$ cat config.mk
export PLATFORM = sky130hd
export DESIGN_NAME = megapacket_splitter
export DESIGN_NICKNAME = d
export VERILOG_FILES = /design/src/rtl/megapacket_splitter_pkg.sv /design/src/rtl/axis_skid_buffer.sv /design/src/rtl/megapacket_splitter.sv
export SDC_FILE = /design/constraint.sdc
export NUM_CORES = 1
export LEC_CHECK = 0
export BUFFER_PORTS_ARGS = -buffer_cell sky130_fd_sc_hd__buf_2
export CELL_PAD_IN_SITES_DETAIL_PLACEMENT = 0
export CELL_PAD_IN_SITES_GLOBAL_PLACEMENT = 2
export CORE_MARGIN = 2
export CORE_UTILIZATION = 36
export CTS_CLUSTER_SIZE = 10
export DETAILED_ROUTE_END_ITERATION = 6
export PLACE_DENSITY = 0.91
export REMOVE_ABC_BUFFERS = 1
export SETUP_SLACK_MARGIN = 0.1
export SLEW_MARGIN = 20
export SYNTH_ARGS = -nofsm -noshare
export SYNTH_HDL_FRONTEND = slang
export SYNTH_SLANG_ARGS = --single-unit
export TNS_END_PERCENT = 1
$ cat constraint.sdc
create_clock -name aclk -period 9.8 [get_ports aclk]
set_input_delay 0 -clock aclk [delete_from_list [all_inputs] [get_ports aclk]]
set_output_delay 0 -clock aclk [all_outputs]
set_load 0.02 [all_outputs]
$ cat src/rtl/megapacket_splitter_pkg.sv
// Shared defaults for the megapacket splitter: stream/length widths and the
// width of the statistics counters.
package megapacket_splitter_pkg;
    localparam int DATA_W_DEFAULT = 32;
    localparam int LEN_W_DEFAULT  = 16;
    localparam int CNT_W          = 32;
endpackage

$ cat src/rtl/axis_skid_buffer.sv
// Two-entry AXI-Stream register slice: an output register plus one skid entry,
// with a registered ready so upstream never sees downstream ready combinationally.
module axis_skid_buffer #(
    parameter int PAYLOAD_W = 33
) (
    input  logic                 clk,
    input  logic                 rst,
    input  logic [PAYLOAD_W-1:0] in_payload,
    input  logic                 in_valid,
    output logic                 in_ready,
    output logic [PAYLOAD_W-1:0] out_payload,
    output logic                 out_valid,
    input  logic                 out_ready
);

    logic [PAYLOAD_W-1:0] out_q;
    logic [PAYLOAD_W-1:0] skid_q;
    logic                 out_v;
    logic                 skid_v;
    logic                 ready_q;
    logic                 accept;
    logic                 out_open;

    assign accept      = in_valid && ready_q;
    assign out_open    = out_ready || !out_v;
    assign in_ready    = ready_q;
    assign out_payload = out_q;
    assign out_valid   = out_v;

    // ready_q always mirrors !skid_v of the next cycle, so a beat can only
    // arrive while the skid entry is empty.
    always_ff @(posedge clk) begin
        if (rst) begin
            out_v   <= 1'b0;
            out_q   <= '0;
            skid_v  <= 1'b0;
            ready_q <= 1'b0;
        end else if (out_open) begin
            ready_q <= 1'b1;
            skid_v  <= 1'b0;
            if (skid_v) begin
                out_q <= skid_q;
                out_v <= 1'b1;
            end else if (accept) begin
                out_q <= in_payload;
                out_v <= 1'b1;
            end else begin
                out_v <= 1'b0;
            end
        end else if (accept) begin
            skid_q  <= in_payload;
            skid_v  <= 1'b1;
            ready_q <= 1'b0;
        end
    end

endmodule

$ cat src/rtl/megapacket_splitter.sv
// Re-frames one long AXI-Stream megapacket into fixed-length sub-packets,
// closing a short final sub-packet early when the megapacket ends.
module megapacket_splitter
    import megapacket_splitter_pkg::*;
#(
    parameter int DATA_W = DATA_W_DEFAULT,
    parameter int LEN_W  = LEN_W_DEFAULT
) (
    input  logic              aclk,
    input  logic              rst,
    input  logic [LEN_W-1:0]  beats_per_packet,
    input  logic [DATA_W-1:0] S_AXIS_IN_tdata,
    input  logic              S_AXIS_IN_tvalid,
    input  logic              S_AXIS_IN_tlast,
    output logic              S_AXIS_IN_tready,
    output logic [DATA_W-1:0] M_AXIS_OUT_tdata,
    output logic              M_AXIS_OUT_tvalid,
    output logic              M_AXIS_OUT_tlast,
    input  logic              M_AXIS_OUT_tready,
    output logic [CNT_W-1:0]  subpacket_count,
    output logic [CNT_W-1:0]  megapacket_count,
    output logic              short_err
);

    logic             first;
    logic [LEN_W-1:0] bpp_reg;
    logic [LEN_W-1:0] bpp_new;
    logic [LEN_W-1:0] bpp_eff;
    logic [LEN_W-1:0] beat_cnt;
    logic             sub_last;
    logic             out_last;
    logic             accept;
    logic [CNT_W-1:0] sub_cnt;
    logic [CNT_W-1:0] mp_cnt;
    logic             short_q;

    assign accept           = S_AXIS_IN_tvalid && S_AXIS_IN_tready;
    assign subpacket_count  = sub_cnt;
    assign megapacket_count = mp_cnt;
    assign short_err        = short_q;

    // On the first beat the freshly sampled length governs that same beat.
    always_comb begin
        bpp_new  = (beats_per_packet == '0) ? LEN_W'(1) : beats_per_packet;
        bpp_eff  = first ? bpp_new : bpp_reg;
        sub_last = (beat_cnt == bpp_eff - LEN_W'(1));
        out_last = sub_last || S_AXIS_IN_tlast;
    end

    always_ff @(posedge aclk) begin
        if (rst) begin
            first    <= 1'b1;
            bpp_reg  <= LEN_W'(1);
            beat_cnt <= '0;
            sub_cnt  <= '0;
            mp_cnt   <= '0;
            short_q  <= 1'b0;
        end else if (accept) begin
            if (first) bpp_reg <= bpp_new;
            first    <= S_AXIS_IN_tlast;
            beat_cnt <= out_last ? '0 : beat_cnt + LEN_W'(1);
            if (out_last) sub_cnt <= sub_cnt + CNT_W'(1);
            if (S_AXIS_IN_tlast) begin
                mp_cnt <= mp_cnt + CNT_W'(1);
                if (!sub_last) short_q <= 1'b1;
            end
        end
    end

    axis_skid_buffer #(
        .PAYLOAD_W(DATA_W + 1)
    ) u_skid (
        .clk        (aclk),
        .rst        (rst),
        .in_payload ({S_AXIS_IN_tdata, out_last}),
        .in_valid   (S_AXIS_IN_tvalid),
        .in_ready   (S_AXIS_IN_tready),
        .out_payload({M_AXIS_OUT_tdata, M_AXIS_OUT_tlast}),
        .out_valid  (M_AXIS_OUT_tvalid),
        .out_ready  (M_AXIS_OUT_tready)
    );

endmodule

==> results of run 1 <==
-- power groups by stage --
stage	logic (mW)	clock network (mW)	registers, mW
floorplan	0.0664	0	0.758
global placement	0.137	0	0.742
detailed placement	0.137	0	0.742
CTS	0.153	0.709	0.726
global route	0.169	0.733	0.729
finish	0.153	0.687	0.726
-- kinds of logic (layout without fill, tap and decap cells) --
kind of cell | count (synthesis) | after routing | synth area share (%)
XOR/XNOR | 62 | 62 | 7.10
AO/OA/AOI/OAI | 156 | 156 | 13.4
flip-flops | 167 | 167 | 48.0
adder cells (fa/ha/maj) | 4 | 4 | 0.655
multiplexers | 49 | 49 | 6.48
buffers and inverters | 57 | 245 | 3.21
AND/OR/NAND/NOR | 318 | 318 | 21.1
-- layout make-up --
type                    instances  area, sq um
clock buffers                  17          425
multi-input cells             589         3740
inverters                       6         22.5
repair buffers                207         1300
clock inverters                15          190
well taps                     275          344
flip-flops and latches        167         3670
fillers                      2103        11300
-- metrics by stage --
step	utilization, %	setup slack, ps	area [sq um]
after floorplan	-	5580	7420
after global placement	41.0	6030	8580
after detailed placement	41.0	5940	8580
after CTS	46.2	5910	9690
after global routing	46.3	5640	9690
final	46.3	5960	9690
-- placed cells by master (no fill, tap or decap), types with 31 or more instances in the layout --
| cell | instances |
|---|---|
| buf_2 | 151 |
| dfxtp_1 | 133 |
| nor2_1 | 96 |
| nand2_1 | 64 |
| a21oi_1 | 62 |
| dlygate4sd3_1 | 49 |
| mux2i_1 | 45 |
| xor2_1 | 35 |
| a211oi_1 | 33 |
| edfxtp_1 | 33 |
| or4_1 | 31 |
-- path summary, 6_finish.rpt --
kind                            startpoint                                end  slack [ps]  cells past startpoint
setup reg to reg        first$_SDFFE_PP1P_          beat_cnt[12]$_SDFFE_PP0P_        5960                     12
hold / removal                         rst  megapacket_count[28]$_SDFFE_PP0P_          40                      2
setup / recovery        first$_SDFFE_PP1P_          beat_cnt[12]$_SDFFE_PP0P_        5960                     12
hold reg to reg   bpp_reg[15]$_SDFFE_PP0P_           bpp_reg[15]$_SDFFE_PP0P_         460                      2
-- routing by layer --
layer  track usage (%)  wire [microns]
met5                 0               0
met4              4.81             151
met3              5.30            1150
met2              26.6            8500
met1              23.8            9360
-- worst max-delay path, stage by stage, from the launching register on --
cell      delay [ps]
dfxtp_1          310
buf_4            380
nor2b_1          240
o22a_1           220
ha_1             220
o221ai_1         190
or4_1            560
a221oi_2         360
a41oi_4          140
buf_4            320
inv_1            210
a21o_1           440
nor2_1           110
==> qor.yml, run 1 <==
logic_synthesis:
  synth-seq-cells: 167
  ys_seq_area_share_pct: 48.0
  synth_edf_count: 33
  ys_warn_count: 0
  synth_area_leaders: "dfxtp_1, edfxtp_1, mux2i_1"
  dominantRegCellSynth: "dfxtp_1"
  yosysMostFrequentCell: "dfxtp_1"
  netlist.area_leader.share_pct: 35.1
  syn_area_sq_um: 7650
  synthCells: 813
  yosysUniqueCellTypes: 49
  synth.avg_cell_area_sq_um: 9.40
  synth_top_area_cell: "dfxtp_1"
  synth-async-reset-ratio_pct: 0
  netlist_top_cells_count: "dfxtp_1, nor2_1, nand2_1"
placed_design:
  placed_cells: 1195
  portBuffers: 152
  gp_congestion: 0.795
  dp_hpwl_mm: 12.6
critical_path:
  setup.worst_path.end_class: "register"
  start_kind: "register"
  crit_required_ps: 10100
  critPathMaxFanout: 63
  critPathKind: "register to register"
  arrival_ps: 4140
clock_network:
  clk_pin_slew_ps: 80
  root_buffer: "clkbuf_16"
  ctsHoldBuffers: 49
  cts_setup_buffers: 0
  tritoncts: "done"
  cts_buffer_depth: 2
  cts_buffers: 17
  cts_sinks: 167
  worstSkewPairLatency_ps: 440
  cts_resized: 0
  htreeDepth: 4
drt:
  antenna_left: 0
  wl_per_cell_microns: 15.0
  vias_per_cell: 5.09
  vias: 6497
  wirelength_mm: 19.2
  drtIter0Drc: 263
  first_pass_iters: 4
  drcViolationCount: 0
floorplan:
  dieArea_sq_um: 22400
  start_util_pct: 36.5
  core_sq_um: 21000
  die_h_microns: 150
  fp.dieW_microns: 150
  row_count: 53
  pin_count: 153
timing:
  finalMaxSlewViolations: 0
  period_share_pct: 39.2
  fmaxAchievable_mhz: 261
  slew_headroom_pct: 45.5
  setup_viol: 0
  post-route-min-period_ps: 3840
  rsz0062_at_grt: "false"
  whs_ps: 42.2
  skew_ps: 16.2
  max_slew.worst_pin.slew_ps: 815
  hold_viol_final: 0
  setup_tns_ps: 0
global_routing:
  overflow: 0
  grt_pass1_wl_mm: 31.6
  grt.total_usage_pct: 17.4
  grt_pass1_vias: 6224
  grt_max_degree: 74
  antenna_found_initial: 0
power:
  p_per_area_nw_per_um2: 162
  p_seq_share_pct: 46.4
  p_clk_share_pct: 43.9
  p_leak_nw: 3.61
  p_sw_mw: 0.437
  power_mw: 1.57
  swShare_pct: 27.9
  p_int_mw: 1.13
  ir_worst_vdd_v: 0.000116
  power_frac_comb_pct: 9.7
cells_and_area:
  syn2layout_area_growth_pct: 26.8
  drive_gt1_share_pct: 20.7
  nets: 1045
  diodes: 0
  instances_no_fill: 1276
worst_hold_path:
  hold_path.class: "primary input to register"
run_status:
  status: "completed"
job:
  max_cap_viol_count: 0
Note: power is estimated with default switching activity, not from simulation.
==> inputs of run 2 (changes only) <==
--- a/config.mk
+++ b/config.mk
@@ -9,10 +9,10 @@
 export CELL_PAD_IN_SITES_DETAIL_PLACEMENT = 0
 export CELL_PAD_IN_SITES_GLOBAL_PLACEMENT = 2
 export CORE_MARGIN = 2
-export CORE_UTILIZATION = 36
+export CORE_UTILIZATION = 30
 export CTS_CLUSTER_SIZE = 10
 export DETAILED_ROUTE_END_ITERATION = 6
-export PLACE_DENSITY = 0.91
+export PLACE_DENSITY = 0.82
 export REMOVE_ABC_BUFFERS = 1
 export SETUP_SLACK_MARGIN = 0.1
 export SLEW_MARGIN = 20
==> constraint.sdc (replaced) <==
create_clock -name aclk -period 3.2 [get_ports aclk]
set_input_delay 0 -clock aclk [delete_from_list [all_inputs] [get_ports aclk]]
set_output_delay 0 -clock aclk [all_outputs]
set_load 0.02 [all_outputs]
==> run 2 against run 1 <==
Compared with the run above: the flow now finishes with violations (setup timing); setup slack got worse by 6000 ps; via count grew 5.1%; sequential power grew to 3.1 times the previous value; power rose to 3.1 times the previous value; first-iteration DRC count rose by 24%; flip-flop and latch count unchanged; wire length grew 12%; sequential share of layout area down 3.1 points; combinational power increased to 3.8 times the previous value; final area grew 8.9%; clock-buffer cell count is the same; non-clock buffer count up 50.
==> qor.yml, run 2 (synthesis gave the netlist of run 1 again) <==
critical_path:
  critPathKind: "register to register"
  crit_required_ps: 3560
  critPathMaxFanout: 7
  start_kind: "register"
  reg2reg_depth: 10
  arrival_ps: 3590
  setup.worst_path.end_class: "register"
cells_and_area:
  multi_input_area_sq_um: 4020
  fill_cells: 2515
  final_common_cell: "buf_2"
  utilization_pct: 42.0
  diodes: 0
  drive_gt1_share_pct: 28.7
  syn2layout_area_growth_pct: 38.0
  instances_no_fill: 1381
  seq_area_sq_um: 3680
  post-route-cell-area_sq_um: 10600
  final_cell_mix: "buf_2, dfxtp_1, nor2_1"
  nets: 1095
timing:
  fmaxAchievable_mhz: 309
  rsz0062_at_grt: "true"
  slew_headroom_pct: 38.8
  max_slew.worst_pin.slew_ps: 918
  finalMaxSlewViolations: 0
  hold_viol_final: 0
  skew_ps: 14.9
  setup_viol: 2
  post-route-min-period_ps: 3230
  period_share_pct: 101
  setup_ws_ps: -31.8
power:
  p_per_area_nw_per_um2: 465
  p_leak_nw: 3.95
  p_clk_share_pct: 42.8
  p_sw_mw: 1.38
  swShare_pct: 28.2
  power_frac_comb_pct: 11.9
  p_int_mw: 3.52
  ir_worst_vdd_v: 0.000339
  power_mw: 4.90
  p_seq_share_pct: 45.4
global_routing:
  antenna_found_initial: 0
  overflow: 0
  grt_pass1_wl_mm: 35.3
  grt_pass1_vias: 6825
  grt_max_degree: 76
  grt.total_usage_pct: 16.4
placed_design:
  dp_hpwl_mm: 13.9
  place_area_sq_um: 8970
  placed_cells: 1289
  gp_congestion: 0.817
  dp_slack_ps: -79.3
  portBuffers: 152
clock_network:
  cts_buffer_depth: 2
  root_buffer: "clkbuf_16"
  tritoncts: "done"
  cts_buffers: 17
  worstSkewPairLatency_ps: 430
  cts_sinks: 167
  clk_pin_slew_ps: 70
  htreeDepth: 4
run_status:
  status: "complete, but fails checks"
  failed_checks: "setup timing"
floorplan:
  start_util_pct: 30.5
  core_sq_um: 25100
  fp.dieW_microns: 164
  die_h_microns: 164
  pin_count: 153
  dieArea_sq_um: 26800
  row_count: 58
drt:
  vias_per_cell: 4.94
  wirelength_mm: 21.4
  drcViolationCount: 0
  drtIter0Drc: 327
  wl_per_cell_microns: 15.5
  vias: 6828
  antenna_left: 0
  first_pass_iters: 5
worst_hold_path:
  hold_path.class: "primary input to register"
  hold_depth: 3
job:
  max_cap_viol_count: 0
==> run 2: layer usage <==
| layer | share of wire (%) | wire [microns] | vias up | GRT usage, % |
|---|---|---|---|---|
| met5 | 0 | 0 | - | 0 |
| met4 | 1.0 | 223 | 0 | 3.99 |
| met3 | 6.0 | 1280 | 16 | 4.93 |
| met2 | 45 | 9700 | 126 | 25.9 |
| met1 | 48 | 10200 | 3273 | 22.0 |
| li1 | - | - | 3413 | - |
==> run 2: worst paths after layout <==
kind,startpoint,endpoint,slack [ps]
min reg2reg,short_err$_SDFFE_PP0P_,short_err$_SDFFE_PP0P_,470
min,beats_per_packet[1],bpp_reg[1]$_SDFFE_PP0P_,20
max,first$_SDFFE_PP1P_,subpacket_count[15]$_SDFFE_PP0P_,-30
max reg2reg,first$_SDFFE_PP1P_,subpacket_count[15]$_SDFFE_PP0P_,-30
==> run 2: cell type report <==
class | count | area share, %
sequential | 167 | 34.8
clock buffer | 17 | 4.03
tap | 330 | 3.91
clock inverter | 15 | 1.68
multi-input combinational | 589 | 38.1
inverter | 6 | 0.237
timing repair buffer | 257 | 17.3
==> run 2: power by group through the flow <==
stage	logic [mW]	clock network [mW]	registers, mW
finish	0.583	2.10	2.22
global route	0.638	2.26	2.23
CTS	0.571	2.16	2.22
detailed placement	0.479	0	2.27
global placement	0.477	0	2.27
floorplan	0.203	0	2.32
==> run 2: critical path: stages, from the launching register on <==
cell and delay, ps:
dfxtp_2 360, buf_6 120, mux2_4 310, or4_4 550
or4b_4 540, a21oi_4 180, a41oi_4 140, buf_12 170
buf_16 140, or4_4 510, a21oi_2 140
==> run 2: what timing repair did <==
item	4_1_cts	5_1_grt
setup endpoints to repair	31	48
hold buffers	48	0
cloned	6	0
hold endpoints to repair	80	0
buffers inserted	5	1
resized for setup	36	28
pin swaps	73	9
==> run 2: through the flow <==
stage,setup TNS (ps),hold WS [ps]
2_1_floorplan,-63210,69.1
5_1_grt,-889,49.1
3_5_place_dp,-1830,193
6_report,-37.1,17.0
3_3_place_gp,-1290,193
4_1_cts,-12.0,2.36
==> inputs of run 3 (changes only) <==
==> constraint.sdc (replaced) <==
create_clock -name aclk -period 3.2 [get_ports aclk]
set_input_delay 0.96 -clock aclk [delete_from_list [all_inputs] [get_ports aclk]]
set_output_delay 0.96 -clock aclk [all_outputs]
set_load 0.02 [all_outputs]
==> run 3 against run 2 <==
Compared with the run above: the run still ends with setup timing left; register-to-register slack lost 200 ps; global-route usage fell by 0.58 points; via count down 1.8%; highest routed layer unchanged.
==> qor.yml, run 3 (synthesis gave the netlist of run 1 again) <==
timing:
  setup_ws_ps: -340
  finalMaxSlewViolations: 0
  setup_tns_ps: -10550
  setup_viol: 49
  slew_headroom_pct: 61.5
  period_share_pct: 111
  fmaxAchievable_mhz: 283
  hold_viol_final: 0
  post-route-min-period_ps: 3540
  max_slew.worst_pin.slew_ps: 577
  rsz0062_at_grt: "true"
  skew_ps: 12.5
  whs_ps: 462
critical_path:
  reg2reg_depth: 11
  crit_cells: 14
  setup.worst_path.end_class: "register"
  critPathBufInv: 4
  critPathKind: "primary input to register"
  crit_chain: "buf_6 -> nor4_4 -> nand4_1 -> o22a_1 -> ha_2 -> o221ai_2 -> buf_4 -> o211ai_1 -> a221oi_4 -> a41oi_4 -> buf_12 -> buf_16 -> or4_1 -> a21oi_1"
  crit_required_ps: 3560
  critical-path-max-stage-delay_ps: 510
  timing.critical_path.slowest_stage_cell: "or4_1"
  arrival_ps: 3900
  start_kind: "primary input"
  critPathTopFamily: "compound AO/OA/AOI/OAI gates"
  critPathMaxFanout: 7
drt:
  first_pass_iters: 4
  drcViolationCount: 0
  vias_per_cell: 4.93
  vias: 6702
  wirelength_mm: 20.8
  wl_per_cell_microns: 15.3
  drtIter0Drc: 332
  antenna_left: 0
global_routing:
  grt_pass1_wl_mm: 33.9
  grt_pass1_vias: 6576
  grt_max_degree: 53
  overflow: 0
  grt.total_usage_pct: 15.9
  antenna_found_initial: 0
placed_design:
  dp_hpwl_mm: 14.1
  gp_congestion: 0.771
  portBuffers: 152
  place_area_sq_um: 9240
cells_and_area:
  diodes: 0
  syn2layout_area_growth_pct: 33.0
  nets: 1073
  drive_gt1_share_pct: 30.0
  final_common_cell: "buf_2"
  final_cell_mix: "buf_2, dfxtp_1, nor2_1"
  post-route-cell-area_sq_um: 10200
power:
  p_per_area_nw_per_um2: 484
  ir_worst_vdd_v: 0.000258
  p_leak_nw: 3.86
  power_mw: 4.92
job:
  max_cap_viol_count: 0
worst_hold_path:
  hold_path.class: "register to register"
  hold_depth: 2
clock_network:
  htreeDepth: 4
  cts_buffers: 17
  tritoncts: "done"
  cts_sinks: 167
  worstSkewPairLatency_ps: 440
  cts_buffer_depth: 2
  root_buffer: "clkbuf_16"
  ctsHoldBuffers: 0
  clk_pin_slew_ps: 80
floorplan:
  row_count: 58
  start_util_pct: 30.5
  dieArea_sq_um: 26800
  pin_count: 153
  fp.dieW_microns: 164
  die_h_microns: 164
  core_sq_um: 25100
run_status:
  status: "complete, but fails checks"
  failed_checks: "setup timing"
==> run 3: cell types whose count changed in the layout (fill, tap and decap cells not counted), sizes merged <==
cell / change
dlygate4sd3: -48
buf: +26
inv: -2
clkinv: +1
clkinvlp: +1
==> run 3: worst min-delay path, stage by stage, from the launching register on <==
cell and delay, ps:
dfxtp_1 320, nand2_1 50, a21oi_1 50
==> run 3: area by class of cell <==
cell class,instances,area [sq um]
clock buffers,17,425
clock inverters,15,200
fillers,2562,14900
inverters,6,27.5
multi-input cells,589,3890
flip-flops and latches,167,3670
well taps,330,413
repair buffers,235,1540
==> run 3: power breakdown <==
| part | internal (mW) | switching (mW) | leakage, nW |
|---|---|---|---|
| sequential | 2.19 | 0.0319 | 1.39 |
| clock | 1.08 | 1.07 | 0.298 |
| combinational | 0.242 | 0.308 | 2.18 |
| total | 3.51 | 1.41 | 3.86 |
==> run 3: timing repair <==
action	CTS	global route
cloned	3	0
setup buffers	3	0
resized for setup	39	5
setup endpoints to repair	50	51
pin swaps	81	7
==> run 3: path summary, 6_finish.rpt <==
check	from	end	slack [ps]
setup / recovery	beats_per_packet[9]	subpacket_count[15]$_SDFFE_PP0P_	-340
hold / removal	bpp_reg[15]$_SDFFE_PP0P_	bpp_reg[15]$_SDFFE_PP0P_	460
setup reg to reg	first$_SDFFE_PP1P_	subpacket_count[15]$_SDFFE_PP0P_	-230
hold reg to reg	bpp_reg[15]$_SDFFE_PP0P_	bpp_reg[15]$_SDFFE_PP0P_	460
==> run 3: routing by layer <==
metal  vias to the layer above  part of all wire, %  track usage (%)
met5                         -                    0                0
met4                         0                  1.5             5.02
met3                        21                  7.4             5.51
met2                       159                   45             24.9
met1                      3139                   46             20.4
li1                       3383                    -                -
==> run 3: metrics by stage <==
stage          instances  worst slack (ps)  utilization (%)
2_1_floorplan        762             -1020                -
3_3_place_gp        1321              -777             36.8
3_5_place_dp        1321              -848             36.8
4_1_cts             1359              -281             40.4
5_1_grt             1359              -485             40.5
6_report            1359              -340             40.5
